[src/rtl/h14tx_pkg.sv]
// Shared HDMI 1.4 TMDS definitions used by both the TX encode and RX decode paths:
// period encoding, control/TERC4/guard code tables and the RX symbol classes.
package h14tx_pkg;

  localparam int NUM_LANES = 3;

  typedef enum logic [2:0] {
    PER_CONTROL,
    PER_VIDEO_PREAMBLE,
    PER_VIDEO_GUARD,
    PER_VIDEO_ACTIVE,
    PER_DI_PREAMBLE,
    PER_DI_GUARD,
    PER_DI_ACTIVE
  } period_t;

  // CLS_CTL must stay the zero encoding: a cleared lane record reads as a control symbol.
  typedef enum logic [2:0] {
    CLS_CTL,
    CLS_TERC4,
    CLS_VGUARD,
    CLS_DIGUARD,
    CLS_OTHER
  } h14rx_sym_class_e;

  typedef enum logic [2:0] {
    ST_CTRL,
    ST_VGUARD,
    ST_VIDEO,
    ST_DILEAD,
    ST_DIACT,
    ST_DITRAIL
  } h14rx_state_e;

  // Index = ctl pair {c1,c0}
  localparam logic [3:0][9:0] CTL_CODE = {10'h2AB, 10'h154, 10'h0AB, 10'h354};

  // Index = TERC4 nibble
  localparam logic [15:0][9:0] TERC4_CODE = {
    10'h2C3, 10'h163, 10'h271, 10'h28E, 10'h2C6, 10'h19C, 10'h139, 10'h2CC,
    10'h13C, 10'h18E, 10'h11E, 10'h171, 10'h2E2, 10'h2E4, 10'h263, 10'h29C
  };

  // Index = channel
  localparam logic [2:0][9:0] VIDEO_GUARD = {10'h2CC, 10'h133, 10'h2CC};
  localparam logic [9:0]      DATA_ISLAND_GUARD = 10'h133;

  typedef struct packed {
    h14rx_sym_class_e cls;
    logic             vguard;
    logic             t4_ok;
    logic [1:0]       ctl;
    logic [3:0]       nib;
    logic [7:0]       video;
  } h14rx_lane_t;

  function automatic logic [7:0] tmds_video_decode(input logic [9:0] q);
    logic [7:0] qm;
    logic [7:0] d;
    qm   = q[9] ? ~q[7:0] : q[7:0];
    d[0] = qm[0];
    for (int i = 1; i < 8; i++)
      d[i] = q[8] ? (qm[i] ^ qm[i-1]) : ~(qm[i] ^ qm[i-1]);
    return d;
  endfunction

endpackage

[src/rtl/h14rx_sym_classify.sv]
// Per-lane combinational symbol classifier: code class plus every candidate decode
// (ctl pair, TERC4 nibble, video byte); the top picks which one is meaningful.
module h14rx_sym_classify
  import h14tx_pkg::*;
#(
  parameter int LANE = 0
) (
  input  logic [9:0]  symbol,
  output h14rx_lane_t info
);

  logic       ctl_hit;
  logic       t4_hit;
  logic       vg_hit;
  logic [1:0] ctl_val;
  logic [3:0] nib_val;

  always_comb begin
    ctl_hit = 1'b0;
    ctl_val = '0;
    t4_hit  = 1'b0;
    nib_val = '0;
    for (int i = 0; i < 4; i++)
      if (symbol == CTL_CODE[i]) begin
        ctl_hit = 1'b1;
        ctl_val = 2'(i);
      end
    for (int i = 0; i < 16; i++)
      if (symbol == TERC4_CODE[i]) begin
        t4_hit  = 1'b1;
        nib_val = 4'(i);
      end
    vg_hit = (symbol == VIDEO_GUARD[LANE]);
  end

  // The video guard on ch0/ch2 is also TERC4 0x8, so TERC4 membership is a separate flag.
  always_comb begin
    info        = '0;
    info.vguard = vg_hit;
    info.t4_ok  = t4_hit;
    info.ctl    = ctl_val;
    info.nib    = nib_val;
    info.video  = tmds_video_decode(symbol);
    if (ctl_hit)
      info.cls = CLS_CTL;
    else if (LANE != 0 && symbol == DATA_ISLAND_GUARD)
      info.cls = CLS_DIGUARD;
    else if (vg_hit)
      info.cls = CLS_VGUARD;
    else if (t4_hit)
      info.cls = CLS_TERC4;
    else
      info.cls = CLS_OTHER;
  end

endmodule

[src/rtl/h14rx_period_decoder.sv]
// HDMI 1.4 RX period decoder: classifies 3 aligned TMDS lanes, tracks preamble/guard/
// active framing and emits period, syncs and decoded payload with a fixed 2-clk latency.
module h14rx_period_decoder
  import h14tx_pkg::*;
#(
  parameter int PreambleLen = 8,
  parameter int GuardLen    = 2,
  parameter int PacketLen   = 32,
  parameter int MaxPackets  = 18
) (
  input  logic                      clk,
  input  logic                      rst,
  input  logic [NUM_LANES-1:0][9:0] symbol,
  output period_t                   period,
  output logic                      hsync,
  output logic                      vsync,
  output logic [NUM_LANES-1:0][1:0] ctl,
  output logic [NUM_LANES-1:0][3:0] data,
  output logic [NUM_LANES-1:0][7:0] video,
  output logic                      err
);

  if (MaxPackets * PacketLen > 1023 || PacketLen < 1 || MaxPackets < 1 ||
      PreambleLen < 1 || GuardLen < 1) begin : g_bad_params
    $error("h14rx_period_decoder: illegal parameter set");
  end

  localparam int PW = $clog2(PreambleLen + 1);
  localparam int GW = $clog2(GuardLen + 1);
  localparam logic [PW-1:0] PRE_SAT   = PW'(PreambleLen);
  localparam logic [GW-1:0] GUARD_END = GW'(GuardLen);
  localparam logic [9:0]    DI_MAX    = 10'(MaxPackets * PacketLen);
  localparam logic [9:0]    PKT       = 10'(PacketLen);

  // Stage 1: per-lane classification
  h14rx_lane_t [NUM_LANES-1:0] cls_c;
  h14rx_lane_t [NUM_LANES-1:0] s1;

  for (genvar i = 0; i < NUM_LANES; i++) begin : g_lane
    h14rx_sym_classify #(.LANE(i)) u_cls (
      .symbol (symbol[i]),
      .info   (cls_c[i])
    );
  end

  always_ff @(posedge clk) begin
    if (rst) s1 <= '0;
    else     s1 <= cls_c;
  end

  // Stage 2: framing FSM
  h14rx_state_e            state, state_n;
  logic [PW-1:0]           pre_cnt, pre_n;
  logic                    pre_kind, kind_n;   // 1 = data island preamble
  logic [GW-1:0]           g_cnt, g_n, g_inc;
  logic [9:0]              di_cnt, di_n;
  period_t                 per_n;
  logic                    err_n, hs_n, vs_n;
  logic [NUM_LANES-1:0][1:0] s1_ctl, ctl_n;
  logic [NUM_LANES-1:0][3:0] s1_nib, data_n;
  logic [NUM_LANES-1:0][7:0] s1_vid, video_n;
  logic all_ctl, all_t4, vg_all, di_guard, pre_vid, pre_di, pre_ok;

  always_comb begin
    all_ctl = 1'b1;
    all_t4  = 1'b1;
    vg_all  = 1'b1;
    for (int i = 0; i < NUM_LANES; i++) begin
      all_ctl   &= (s1[i].cls == CLS_CTL);
      all_t4    &= s1[i].t4_ok;
      vg_all    &= s1[i].vguard;
      s1_ctl[i]  = s1[i].ctl;
      s1_nib[i]  = s1[i].nib;
      s1_vid[i]  = s1[i].video;
    end
    di_guard = (s1[1].cls == CLS_DIGUARD) && (s1[2].cls == CLS_DIGUARD) && s1[0].t4_ok;
    pre_vid  = all_ctl && s1[1].ctl == 2'b01 && s1[2].ctl == 2'b00;
    pre_di   = all_ctl && s1[1].ctl == 2'b01 && s1[2].ctl == 2'b01;
    pre_ok   = (pre_cnt >= PRE_SAT);
    g_inc    = g_cnt + 1'b1;
  end

  always_comb begin
    state_n = state;
    pre_n   = pre_cnt;
    kind_n  = pre_kind;
    g_n     = g_cnt;
    di_n    = di_cnt;
    per_n   = PER_CONTROL;
    err_n   = 1'b0;
    hs_n    = hsync;
    vs_n    = vsync;
    unique case (state)
      ST_CTRL: begin
        if (all_ctl) begin
          hs_n = s1[0].ctl[0];
          vs_n = s1[0].ctl[1];
          if (pre_vid || pre_di) begin
            per_n  = pre_di ? PER_DI_PREAMBLE : PER_VIDEO_PREAMBLE;
            kind_n = pre_di;
            if (pre_cnt == '0 || pre_kind != pre_di) pre_n = PW'(1);
            else if (!pre_ok)                          pre_n = pre_cnt + 1'b1;
          end else begin
            pre_n = '0;
          end
        end else if (vg_all && pre_ok && !pre_kind) begin
          per_n   = PER_VIDEO_GUARD;
          pre_n   = '0;
          g_n     = GW'(1);
          state_n = (GuardLen == 1) ? ST_VIDEO : ST_VGUARD;
        end else if (di_guard && pre_ok && pre_kind) begin
          per_n   = PER_DI_GUARD;
          pre_n   = '0;
          g_n     = GW'(1);
          di_n    = '0;
          hs_n    = s1[0].nib[0];
          vs_n    = s1[0].nib[1];
          state_n = (GuardLen == 1) ? ST_DIACT : ST_DILEAD;
        end else begin
          err_n = 1'b1;
          pre_n = '0;
        end
      end
      ST_VGUARD: begin
        if (vg_all) begin
          per_n = PER_VIDEO_GUARD;
          g_n   = g_inc;
          if (g_inc == GUARD_END) state_n = ST_VIDEO;
        end else begin
          err_n   = 1'b1;
          state_n = ST_CTRL;
        end
      end
      ST_VIDEO: begin
        if (all_ctl) begin
          state_n = ST_CTRL;
          hs_n    = s1[0].ctl[0];
          vs_n    = s1[0].ctl[1];
        end else begin
          per_n = PER_VIDEO_ACTIVE;
        end
      end
      ST_DILEAD: begin
        if (di_guard) begin
          per_n = PER_DI_GUARD;
          hs_n  = s1[0].nib[0];
          vs_n  = s1[0].nib[1];
          g_n   = g_inc;
          if (g_inc == GUARD_END) begin
            state_n = ST_DIACT;
            di_n    = '0;
          end
        end else begin
          err_n   = 1'b1;
          state_n = ST_CTRL;
        end
      end
      ST_DIACT: begin
        // A badly sized island still closes with its trailing guard, so only one err pulse.
        if (di_guard) begin
          per_n   = PER_DI_GUARD;
          hs_n    = s1[0].nib[0];
          vs_n    = s1[0].nib[1];
          err_n   = (di_cnt == '0) || ((di_cnt % PKT) != '0);
          g_n     = GW'(1);
          state_n = (GuardLen == 1) ? ST_CTRL : ST_DITRAIL;
        end else if (!all_t4 || di_cnt == DI_MAX) begin
          err_n   = 1'b1;
          state_n = ST_CTRL;
        end else begin
          per_n = PER_DI_ACTIVE;
          hs_n  = s1[0].nib[0];
          vs_n  = s1[0].nib[1];
          di_n  = di_cnt + 10'd1;
        end
      end
      ST_DITRAIL: begin
        if (di_guard) begin
          per_n = PER_DI_GUARD;
          hs_n  = s1[0].nib[0];
          vs_n  = s1[0].nib[1];
          g_n   = g_inc;
          if (g_inc == GUARD_END) state_n = ST_CTRL;
        end else begin
          err_n   = 1'b1;
          state_n = ST_CTRL;
        end
      end
      default: state_n = ST_CTRL;
    endcase
  end

  // Payload outputs are zero outside the periods in which they carry meaning
  always_comb begin
    ctl_n   = '0;
    data_n  = '0;
    video_n = '0;
    if (per_n == PER_CONTROL || per_n == PER_VIDEO_PREAMBLE || per_n == PER_DI_PREAMBLE)
      ctl_n = s1_ctl;
    if (per_n == PER_DI_ACTIVE)
      data_n = s1_nib;
    if (per_n == PER_VIDEO_ACTIVE)
      video_n = s1_vid;
  end

  always_ff @(posedge clk) begin
    if (rst) begin
      state    <= ST_CTRL;
      pre_cnt  <= '0;
      pre_kind <= 1'b0;
      g_cnt    <= '0;
      di_cnt   <= '0;
      period   <= PER_CONTROL;
      hsync    <= 1'b0;
      vsync    <= 1'b0;
      ctl      <= '0;
      data     <= '0;
      video    <= '0;
      err      <= 1'b0;
    end else begin
      state    <= state_n;
      pre_cnt  <= pre_n;
      pre_kind <= kind_n;
      g_cnt    <= g_n;
      di_cnt   <= di_n;
      period   <= per_n;
      hsync    <= hs_n;
      vsync    <= vs_n;
      ctl      <= ctl_n;
      data     <= data_n;
      video    <= video_n;
      err      <= err_n;
    end
  end

endmodule
[config.mk]
export PLATFORM = sky130hd
export DESIGN_NAME = h14rx_period_decoder
export DESIGN_NICKNAME = d
export VERILOG_FILES = /design/src/rtl/h14tx_pkg.sv /design/src/rtl/h14rx_sym_classify.sv /design/src/rtl/h14rx_period_decoder.sv
export SDC_FILE = /design/constraint.sdc
export NUM_CORES = 1
export LEC_CHECK = 0
export BUFFER_PORTS_ARGS = -buffer_cell sky130_fd_sc_hd__buf_4
export CORE_UTILIZATION = 40
export DETAILED_ROUTE_END_ITERATION = 10
export SLEW_MARGIN = 20
export SYNTH_ARGS = -nofsm -noshare
export SYNTH_HDL_FRONTEND = slang
export SYNTH_SLANG_ARGS = --single-unit
[constraint.sdc]
create_clock -name clk -period 2.6 [get_ports clk]
set_input_delay 0.52 -clock clk [delete_from_list [all_inputs] [get_ports clk]]
set_output_delay 0.52 -clock clk [all_outputs]
set_load 0.02 [all_outputs]
==> metrics.md <==
| Metric | Value |
|---|---|
| Outcome | `finished clean` |
| Io pins | `80` |
| Total GRT Usage | `0.195` |
| Final ANT Viol Nets | `0` |
| Starting density of the core | `0.413` |
| Largest net degree at the start of global routing | `49` |
| Fraction of layout cells with a size suffix above 1 | `0.174` |
| Number of synthesized register bits | `125` |
| Wire length per cell | `15.0 µm` |
| Number of fill cells in the layout | `1484` |
| Maxcap violations | `0` |
| Final HPWL DP | `11300 µm` |
| Vias/cell | `5.34` |
| CP required | `2.96 ns` |
| Worst Setup Start Kind | `flip-flop` |
| DRT Pass-1 Iters | `5` |
| Post-Syn Nets | `795` |
| Max Freq | `439 MHz` |
| Flop2flop setup slack | `0.32 ns` |
| Die area | `16300 µm²` |
| Initial antenna violation count | `0` |
| CTS Sinks | `125` |
| Critical Path AT | `2.64 ns` |
| Number of diodes | `0` |
| FF/Latch Area | `2500 µm²` |
| Asr flop ratio synth | `0` |
| DRC Markers | `0` |
| Die outline height | `128 µm` |
| Clock Latency Late Sink | `0.42 ns` |
| CTS tree | `built` |
| Sequential element share of the synthesized area | `0.395` |
| Max incr delay on CP | `0.53 ns` |
| Final Hold Fails | `0` |
| Critical Path Sink Type | `flip-flop` |
| Global-route wire length before repair | `25200 µm` |
| YS warnings | `0` |
| Cts hold-fix bufs | `0` |
| Critical path class | `reg -> reg` |
| Clock slew at reported path FFs | `0.06 ns` |
| Root Buffer Master | `clkbuf_16` |
| Pins Over Slew Limit | `0` |
| Maximum clock path buffer count | `2` |
| Vias | `5476` |
| Overflow after GRT | `0` |
| Iter 0 DRT Violations | `367` |
| Critical Path, Cell by Cell | `nor3_2 > nand2_1 > o31a_1 > a211oi_2 > buf_4 > and2_1` |
| Leak | `3.05 nW` |
| RSZ-0062 raised after global routing | `false` |
| P_sw | `1.46 mW` |
| Multi-input logic area | `3490 µm²` |
| Layout Area Growth over Synthesis | `21.7%` |
| Synth unique cells | `71` |
| Syn Area/Cell | `8.72 µm²` |
| WHS | `0.380 ns` |
| Clock power frac | `0.454` |
| Endpoints failing setup | `0` |
| Net switching fraction of the power | `0.278` |
| Rel. slew slack | `0.467` |
| Cts bufs inserted | `17` |
| Core Rows | `45` |
| Most common flop cell mapped by yosys | `dfxtp_1` |
| Int Power | `3.80 mW` |
| Final WL | `15400 µm` |
| Setup Buffers After CTS | `0` |
| Core box area | `15300 µm²` |
| Fin Setup TNS | `0 ns` |
| Register share of total power | `0.395` |
| Slew @ Worst Pin | `0.795 ns` |
| PD cells | `683 nW/µm²` |
| Buffers on Ports | `79` |
| Logic pwr share | `0.152` |
| Mapped Cells | `726` |
| H-tree levels | `4` |
| Worst VDD drop | `501 µV` |
| Final Critical Period | `2.28 ns` |
| Final nets | `870` |
| Type of the most critical hold path | `in -> reg` |
| Post-cts resize count | `0` |
| Synthesized area | `6330 µm²` |
| Vias in the first global route | `5144` |
| Clk_skew | `0.00947 ns` |
| Post-synth EDFFs | `0` |
| Worst Path Max Fanout | `16` |
| Crit share post-route | `0.877` |
| Slowest cell on crit path | `nor3_2` |
| DIE WIDTH | `128 µm` |
| Final RePlAce weighted congestion | `0.923` |
-- worst max-delay path: cells and delay by family, from the launching register on --
kind	cells	cell delay (ns)
buffers and inverters	1	0.25
DFF	1	0.47
AOI/OAI and AO/OA	2	0.57
and+or+nand+nor	3	0.93
-- per-stage QoR --
step	instances	total power, mW	cell area (µm²)	util	worst slack, ns
final	1025	5.26	7700	0.503	0.320
after global routing	1025	5.49	7700	0.503	0.175
after CTS	1025	5.31	7690	0.502	0.144
after detailed placement	993	2.91	7100	0.463	0.170
after global placement	993	2.91	7090	0.463	0.274
after floorplan	726	2.71	6330	-	0.571
-- area by class of cell --
type / instances / area share
Sequential cell: 125 / 0.325
Inverter: 45 / 0.0219
Clock buffer: 18 / 0.0570
Multi-Input combinational cell: 522 / 0.453
Timing Repair Buffer: 90 / 0.0878
Tap cell: 211 / 0.0343
Clock inverter: 14 / 0.0208
-- path summary, 6_finish.rpt --
check	to	cells past startpoint	from
worst min register to register	data[8]$_SDFF_PP0_	2	s1[46]$_SDFF_PP0_
worst max-delay path	video[23]$_SDFF_PP0_	6	state[1]$_SDFFE_PP0P_
worst max register to register	video[23]$_SDFF_PP0_	6	state[1]$_SDFFE_PP0P_
worst min-delay path	s1[4]$_SDFF_PP0_	3	symbol[4]
-- cell families (layout without fill, tap and decap cells) --
logic type | count (synthesis) | count (layout) | synth area share
buf+inv | 79 | 167 | 0.0546
simple gates | 306 | 306 | 0.274
flops | 125 | 125 | 0.395
compound gates | 134 | 134 | 0.139
xor+xnor | 37 | 37 | 0.0512
mux | 8 | 8 | 0.0129
fa+ha+maj | 37 | 37 | 0.0732
-- Yosys cell counts (12+ instances only) --
library cell	count	area (µm²)
dfxtp_1	125	2500
nor2_1	67	251
a21oi_1	45	225
inv_1	45	169
ha_1	37	463
and2_1	32	200
nand2_1	32	120
nor3_1	28	140
nand3_1	26	130
xnor2_1	26	228
clkbuf_1	20	75.1
nor2b_1	15	93.8
o21ai_0	13	65.1
and3_1	12	75.1
-- metal layers --
layer  share of wire  global-route usage  up-vias  wire length [µm]
met4           0.023              0.0699        0               361
met1            0.46               0.248     2570              7070
li1                -                   -     2710                 -
met3           0.050              0.0513       29               767
met2            0.47               0.319      167              7210
met5               0                   0        -                 0
-- cell usage in the layout (no fill, tap or decap), types with 13 or more instances in the layout --
cell type  count
a21oi_1       44
and2_1        32
buf_4         90
clkbuf_16     17
dfxtp_1      125
ha_1          37
inv_1         45
nand2_1       32
nand3_1       26
nor2_1        67
nor2b_1       15
nor3_1        28
o21ai_0       13
xnor2_1       26
-- power groups by stage --
stage          clock (mW)  sequential [mW]  combinational (mW)
5_1_grt              2.52             2.09               0.878
3_3_place_gp            0             2.11               0.791
2_1_floorplan           0             2.11               0.594
6_report             2.39             2.08               0.798
3_5_place_dp            0             2.12               0.789
4_1_cts              2.44             2.08               0.794
-- state kept, by name, summed over array words and instances (netlist names) --
register / count
g_cnt: 2
pre_kind: 1
ctl: 6
vsync: 1
pre_cnt: 4
period: 3
hsync: 1
err: 1
video: 24
state: 3
data: 12
s1: 57
di_cnt: 10
Note: power is estimated with default switching activity, not from simulation.
